[config.mk]
export PLATFORM = sky130hd
export DESIGN_NAME = card_shoe
export DESIGN_NICKNAME = d
export VERILOG_FILES = /design/src/rtl/card_pkg.sv /design/src/rtl/card_lfsr.sv /design/src/rtl/card_shoe.sv
export SDC_FILE = /design/constraint.sdc
export NUM_CORES = 1
export LEC_CHECK = 0
export ABC_AREA = 1
export ABC_CLOCK_PERIOD_IN_PS = 2130
export BUFFER_PORTS_ARGS = -buffer_cell sky130_fd_sc_hd__buf_4
export CAP_MARGIN = 20
export CELL_PAD_IN_SITES_DETAIL_PLACEMENT = 0
export CELL_PAD_IN_SITES_GLOBAL_PLACEMENT = 1
export CORE_ASPECT_RATIO = 2
export CORE_MARGIN = 4
export CORE_UTILIZATION = 42
export CTS_CLUSTER_SIZE = 14
export DETAILED_ROUTE_END_ITERATION = 10
export PLACE_DENSITY = 0.79
export SETUP_SLACK_MARGIN = 0.3
export SYNTH_ARGS = -nofsm -noshare
export SYNTH_HDL_FRONTEND = slang
export SYNTH_SLANG_ARGS = --single-unit
[constraint.sdc]
create_clock -name clk -period 2.13 [get_ports clk]
set_input_delay 0.1065 -clock clk [delete_from_list [all_inputs] [get_ports clk]]
set_output_delay 0.1065 -clock clk [all_outputs]
set_load 0.01 [all_outputs]
[src/rtl/card_pkg.sv]
// Shared types and constants for the card shoe: FSM states, rank encodings,
// deck size and the rank-to-points mapping.
package card_pkg;

  typedef enum logic [1:0] {
    IDLE,
    SEARCH,
    PRESENT,
    SHUFFLE
  } shoe_state_t;

  localparam int unsigned DECK_SIZE = 52;
  localparam int unsigned NUM_RANKS = 13;

  localparam logic [3:0] RANK_ACE   = 4'd1;
  localparam logic [3:0] RANK_JACK  = 4'd11;
  localparam logic [3:0] RANK_QUEEN = 4'd12;
  localparam logic [3:0] RANK_KING  = 4'd13;

  // Face cards score 10, everything else scores its rank (ace counted low).
  function automatic logic [3:0] rank_to_value(input logic [3:0] rank);
    return (rank >= RANK_JACK) ? 4'd10 : rank;
  endfunction

endpackage

[src/rtl/card_lfsr.sv]
// 16-bit Galois LFSR, polynomial x^16+x^14+x^13+x^11+1 (maximal length).
// Loads seed on reset and advances on every clock.
module card_lfsr (
  input  logic        clk,
  input  logic        reset_n,
  input  logic [15:0] seed,
  output logic [15:0] q
);

  always_ff @(posedge clk or negedge reset_n) begin
    if (!reset_n) q <= seed;
    else          q <= {1'b0, q[15:1]} ^ (q[0] ? 16'hB400 : '0);
  end

endmodule

[src/rtl/card_shoe.sv]
// Multi-deck card shoe dealing ranks without replacement over a valid/ack handshake.
// Define CARD_SHOE_TEST_SEQ_EN to replace the random draw with a fixed rank sequence.
module card_shoe
  import card_pkg::*;
#(
  parameter int unsigned NUM_DECKS    = 1,
  parameter int unsigned RESHUFFLE_AT = 12,
  parameter logic [15:0] LFSR_SEED    = 16'hACE1,
  localparam int unsigned CW          = $clog2(52 * NUM_DECKS + 1)
) (
  input  logic          clk,
  input  logic          reset_n,
  input  logic          draw_req,
  output logic          ready,
  output logic          card_valid,
  input  logic          card_ack,
  output logic [3:0]    card_rank,
  output logic [3:0]    card_value,
  input  logic          shuffle,
  output logic          shuffling,
  output logic [CW-1:0] cards_left
);

  localparam logic [CW-1:0] FULL_SHOE = CW'(DECK_SIZE * NUM_DECKS);
  localparam logic [4:0]    FULL_RANK = 5'(4 * NUM_DECKS);

  shoe_state_t state;
  logic [4:0]  counts [NUM_RANKS];
  logic        pending;
  logic [3:0]  cand;
  logic        hit;
  logic        low_water;

`ifdef CARD_SHOE_TEST_SEQ_EN
  logic [3:0] seq_idx;

  function automatic logic [3:0] seq_rank(input logic [3:0] i);
    case (i)
      4'd0:    return RANK_ACE;
      4'd1:    return RANK_ACE;
      4'd2:    return 4'd8;
      4'd3:    return 4'd8;
      4'd4:    return RANK_KING;
      4'd5:    return 4'd5;
      4'd6:    return 4'd10;
      4'd7:    return RANK_ACE;
      4'd8:    return 4'd2;
      4'd9:    return 4'd3;
      4'd10:   return 4'd4;
      4'd11:   return 4'd6;
      4'd12:   return 4'd7;
      4'd13:   return 4'd9;
      4'd14:   return RANK_JACK;
      default: return RANK_QUEEN;
    endcase
  endfunction

  assign cand = seq_rank(seq_idx) - 4'd1;
`else
  logic [15:0] lfsr_q;
  logic        lfsr_hi_unused;

  card_lfsr u_lfsr (
    .clk     (clk),
    .reset_n (reset_n),
    .seed    (LFSR_SEED),
    .q       (lfsr_q)
  );

  // Only the low nibble picks a rank slot; values 13..15 simply miss.
  assign cand           = lfsr_q[3:0];
  assign lfsr_hi_unused = ^lfsr_q[15:4];
`endif

  always_comb begin
    hit = 1'b0;
    for (int unsigned i = 0; i < NUM_RANKS; i++)
      if (cand == 4'(i) && counts[i] != '0) hit = 1'b1;
  end

  assign low_water = 32'(cards_left) < RESHUFFLE_AT;

  always_ff @(posedge clk or negedge reset_n) begin
    if (!reset_n) begin
      state      <= IDLE;
      ready      <= 1'b1;
      card_valid <= 1'b0;
      card_rank  <= '0;
      card_value <= '0;
      shuffling  <= 1'b0;
      cards_left <= FULL_SHOE;
      pending    <= 1'b0;
      for (int unsigned i = 0; i < NUM_RANKS; i++) counts[i] <= FULL_RANK;
`ifdef CARD_SHOE_TEST_SEQ_EN
      seq_idx    <= '0;
`endif
    end else begin
      case (state)
        IDLE: begin
          // Refill takes precedence; a draw_req in the same cycle is dropped.
          if (shuffle || pending || low_water) begin
            state     <= SHUFFLE;
            ready     <= 1'b0;
            shuffling <= 1'b1;
          end else if (draw_req) begin
            state <= SEARCH;
            ready <= 1'b0;
          end
        end
        SEARCH: begin
`ifdef CARD_SHOE_TEST_SEQ_EN
          seq_idx <= seq_idx + 4'd1;
`endif
          if (hit) begin
            for (int unsigned i = 0; i < NUM_RANKS; i++)
              if (cand == 4'(i)) counts[i] <= counts[i] - 5'd1;
            cards_left <= cards_left - CW'(1);
            card_rank  <= cand + 4'd1;
            card_value <= rank_to_value(cand + 4'd1);
            card_valid <= 1'b1;
            state      <= PRESENT;
          end
        end
        PRESENT: begin
          if (shuffle) pending <= 1'b1;
          if (card_ack) begin
            card_valid <= 1'b0;
            card_rank  <= '0;
            card_value <= '0;
            ready      <= 1'b1;
            state      <= IDLE;
          end
        end
        SHUFFLE: begin
          for (int unsigned i = 0; i < NUM_RANKS; i++) counts[i] <= FULL_RANK;
          cards_left <= FULL_SHOE;
          pending    <= 1'b0;
          shuffling  <= 1'b0;
          ready      <= 1'b1;
          state      <= IDLE;
`ifdef CARD_SHOE_TEST_SEQ_EN
          seq_idx    <= '0;
`endif
        end
        default: state <= IDLE;
      endcase
    end
  end

endmodule

==> summary.txt <==
Run status
  • Outcome: finished clean

Global route
  • GR Overflow Total: 0
  • Via count of the first global-routing pass: 4,988
  • Initial antenna violation count: 0
  • Met3 demand-to-capacity share in global routing: 2.49%
  • Largest net degree at the start of global routing: 49
  • Gr busiest metal: met2
  • Met1 demand-to-capacity share in global routing: 19.5%
  • Met2 capacity usage during global routing: 38.6%
  • GRT Overall Usage: 18.8%
  • Global-route wire length before repair: 23,500 um

Critical path
  • Kind of start point of the critical path: register
  • Startpoint of the worst register-to-register path: u_lfsr.q[0]
  • Critical path type: reg2reg
  • Critical path's largest stage delay: 620 ps
  • Worst reg2reg path depth: 12
  • RR Endpoint: counts[53]
  • Chain of cells forming the critical path: inv_8 > ha_4 > inv_6 > nor2_4 > nand2_2 > nand2_2 > nor2_4 > nand4_4 > buf_12 > clkbuf_16 > nand3_1 > nand2_1
  • Required time at the endpoint of the critical path: 2370 ps
  • Arrival @ worst endpoint: 2290 ps
  • FF-to-FF setup slack: 80 ps
  • Setup crit end kind: register
  • Cell with the largest stage delay on the worst path: dfstp_2
  • Max Fanout on Critical Path: 6

Placed design
  • Placed cell count: 891
  • Global placement routability congestion: 0.799
  • Pre-CTS worst setup slack: 84.3 ps
  • PortBufs: 21
  • Area after detailed placement: 6250 sq um
  • Dpl hpwl: 9650 um

Logic synthesis
  • Synth Area in XOR/XNOR: 5.46%
  • Synthesized-area fraction occupied by and/or/nand/nor cells: 35.9%
  • Number of nets produced by synthesis: 744
  • Synth Area in Adders: 5.57%
  • Post-synthesis instance area: 5620 sq um
  • Share of the synthesized area in compound gates (AO/OA/AOI/OAI): 1.74%
  • Mux cell area share after synthesis: 0%
  • Synth Warn #: 0
  • Sequential share of the synthesized area: 45.5%
  • Synthesized flop and latch total: 101
  • Post-synthesis average cell area: 7.87 sq um
  • Fraction of synthesized cell area taken by the top area cell type: 33.9%
  • Post-Synthesis Cells: 714
  • Number of unique standard cell types used by synthesis: 27
  • Main area contributors after synthesis: dfrtp_1 34%, nand2_1 17%, dfstp_2 12%
  • Largest family of logic cells by synthesized area: simple AND/OR/NAND/NOR gates
  • Cell taking the most area after synthesis: dfrtp_1

Power
  • Fraction of power consumed by sequential logic: 32.2%
  • Leakage: 3.50 nW
  • Clock network power share: 17.7%
  • Worst-case vdd ir drop: 873 uV
  • Net Sw Frac: 43.2%
  • Sw power: 4.23 mW
  • Internal Power: 5.56 mW
  • PD cells: 1390 nW/um^2
  • Portion of total power attributed to combinational logic: 50.2%
  • Final total power: 9.79 mW

Floorplanning
  • Initial cell density of the core: 43.0%
  • Die width: 89.8 um
  • Number of primary I/O pins: 22
  • Cell Rows: 59
  • Core region area: 13,100 sq um
  • Die Area: 15,400 sq um
  • Die Y-Extent: 172 um

Timing
  • Worst-Margin Slew: 667 ps
  • Setup violations, final: 0
  • Share of the clock period used by the worst path: 96.2%
  • Worst slew margin relative to its limit: 55.5%
  • Worst Slack Setup Final: 81.8 ps
  • Min Clock Period, post-route: 2050 ps
  • Setup repair after global routing missed its margin: true
  • Clock tree skew after final layout: 9.67 ps
  • Final count of pins violating max slew: 0
  • Maximum frequency from static timing analysis: 488 MHz
  • Number of failing hold endpoints at the final stage: 0
  • Setup total negative slack: 0 ps
  • Min Hold Slack: 20.9 ps

Flow run
  • Max capacitance violation total: 0

Clock tree
  • Htree depth: 3
  • CTS Sinks: 101
  • Clock-pin slew on the worst setup and hold paths: 70 ps
  • Number of buffers added by the clock tree synthesis step: 9
  • Maximum buffer depth of the clock tree: 2
  • Worst skew pair latency: 350 ps
  • Root Buffer: clkbuf_16
  • Clock tree from TritonCTS: yes

Hold path
  • Class of the tightest hold or removal check: in2reg
  • Worst hold path cell count: 4
  • Endpoint of the worst hold-timing path: state[1]
  • Hold path startpoint: card_ack

Finish
  • Fraction of layout cells with a size suffix above 1: 26.0%
  • Most common cell after layout, fill and taps aside: nand2_1
  • Utilization after layout: 53.8%
  • Layout fillers: 1,198
  • Final Instance Area: 7030 sq um
  • Antenna diode count: 0
  • Finished Layout Cells: 922
  • Synthesis-to-finish area growth: 25.1%
  • Commonest non-fill, non-tap cells in the layout: 238 x nand2_1, 76 x dfrtp_1, 55 x nor2_1, 46 x inv_1, 45 x buf_4
  • Final net count: 795

Routing
  • Detailed router's first-iteration violation count: 178
  • Post-route DRC: 0
  • Vias per inst: 5.17
  • DRT antenna net count: 0
  • Detailed Route WL: 13,800 um
  • Initial DRT Pass Iterations: 5
  • Routed WL per cell: 15.0 um
  • Vias after detailed routing: 4,765
-- cells by family after synthesis --
group | count (synthesis)
buf+inv | 77
compound gates | 19
simple gates | 457
fa+ha+maj | 25
flops | 101
xor+xnor | 35
-- power by group through the flow --
stage	Clock, mW	Combinational (mW)	Sequential, mW
after floorplan	0	3.38	3.08
after global placement	0	4.33	3.15
after detailed placement	0	4.45	3.16
after CTS	1.76	4.73	3.14
after global routing	1.87	5.55	3.23
final	1.73	4.91	3.15
-- layer usage --
metal,part of all wire [%],up-vias
met5,0,-
met1,39,2320
met4,2.2,0
li1,-,2370
met2,57,53
met3,1.9,22
-- Yosys cell counts --
library cell,number
a21oi_1,10
buf_6,3
nand3b_1,8
clkinv_1,1
ha_1,25
nor2_1,67
xor2_1,12
nand4_4,1
buf_4,1
nand4_1,19
clkbuf_1,5
o211ai_1,1
nor3_1,12
buf_1,2
dfrtp_1,76
inv_2,3
nand2_4,10
dfstp_2,25
o21ai_0,8
nand2_2,5
nand2_1,257
nor2_2,4
xnor2_1,23
buf_2,8
inv_1,54
or2_2,1
nand3_1,73
-- how the worst max path moves through the flow --
stage,startpoint,endpoint,slack [ps],depth (start not counted)
3_3_place_gp,u_lfsr.q[0],counts[20],110,10
2_1_floorplan,u_lfsr.q[0],card_value[0],200,13
6_report,u_lfsr.q[0],counts[53],80,12
3_5_place_dp,u_lfsr.q[0],counts[60],80,12
4_1_cts,u_lfsr.q[0],counts[9],150,11
5_1_grt,u_lfsr.q[0],counts[19],-20,11
-- registers in the layout, summed over array words and instances, names as in the netlist --
name        flops
cards_left      6
state           2
u_lfsr.q       16
ready           1
pending         1
card_rank       4
shuffling       1
card_valid      1
card_value      4
counts         65
-- worst max-delay path: cells and delay by family, from the launching register on --
family                     cells  cell delay [ps]
and+or+nand+nor                7              670
DFF                            1              620
buffers and inverters          4              470
adders and majority gates      1              170
-- what timing repair did --
action	in CTS	in global routing
gates resized for setup	31	43
buffers inserted	6	3
setup endpoints to repair	82	82
cloned	1	3
pin swaps	9	21
endpoints found under the hold margin	35	0
hold buffers	2	0
-- area by class of cell --
| class | count | area, sq um | area share, % |
|---|---|---|---|
| clock buffers | 9 | 225 | 3.21 |
| inverters | 58 | 238 | 3.38 |
| well taps | 152 | 190 | 2.71 |
| flip-flops and latches | 101 | 2560 | 36.4 |
| clock inverters | 7 | 90.1 | 1.28 |
| multi-input cells | 537 | 3150 | 44.9 |
| repair buffers | 58 | 571 | 8.12 |
Note: power is estimated with default switching activity, not from simulation.
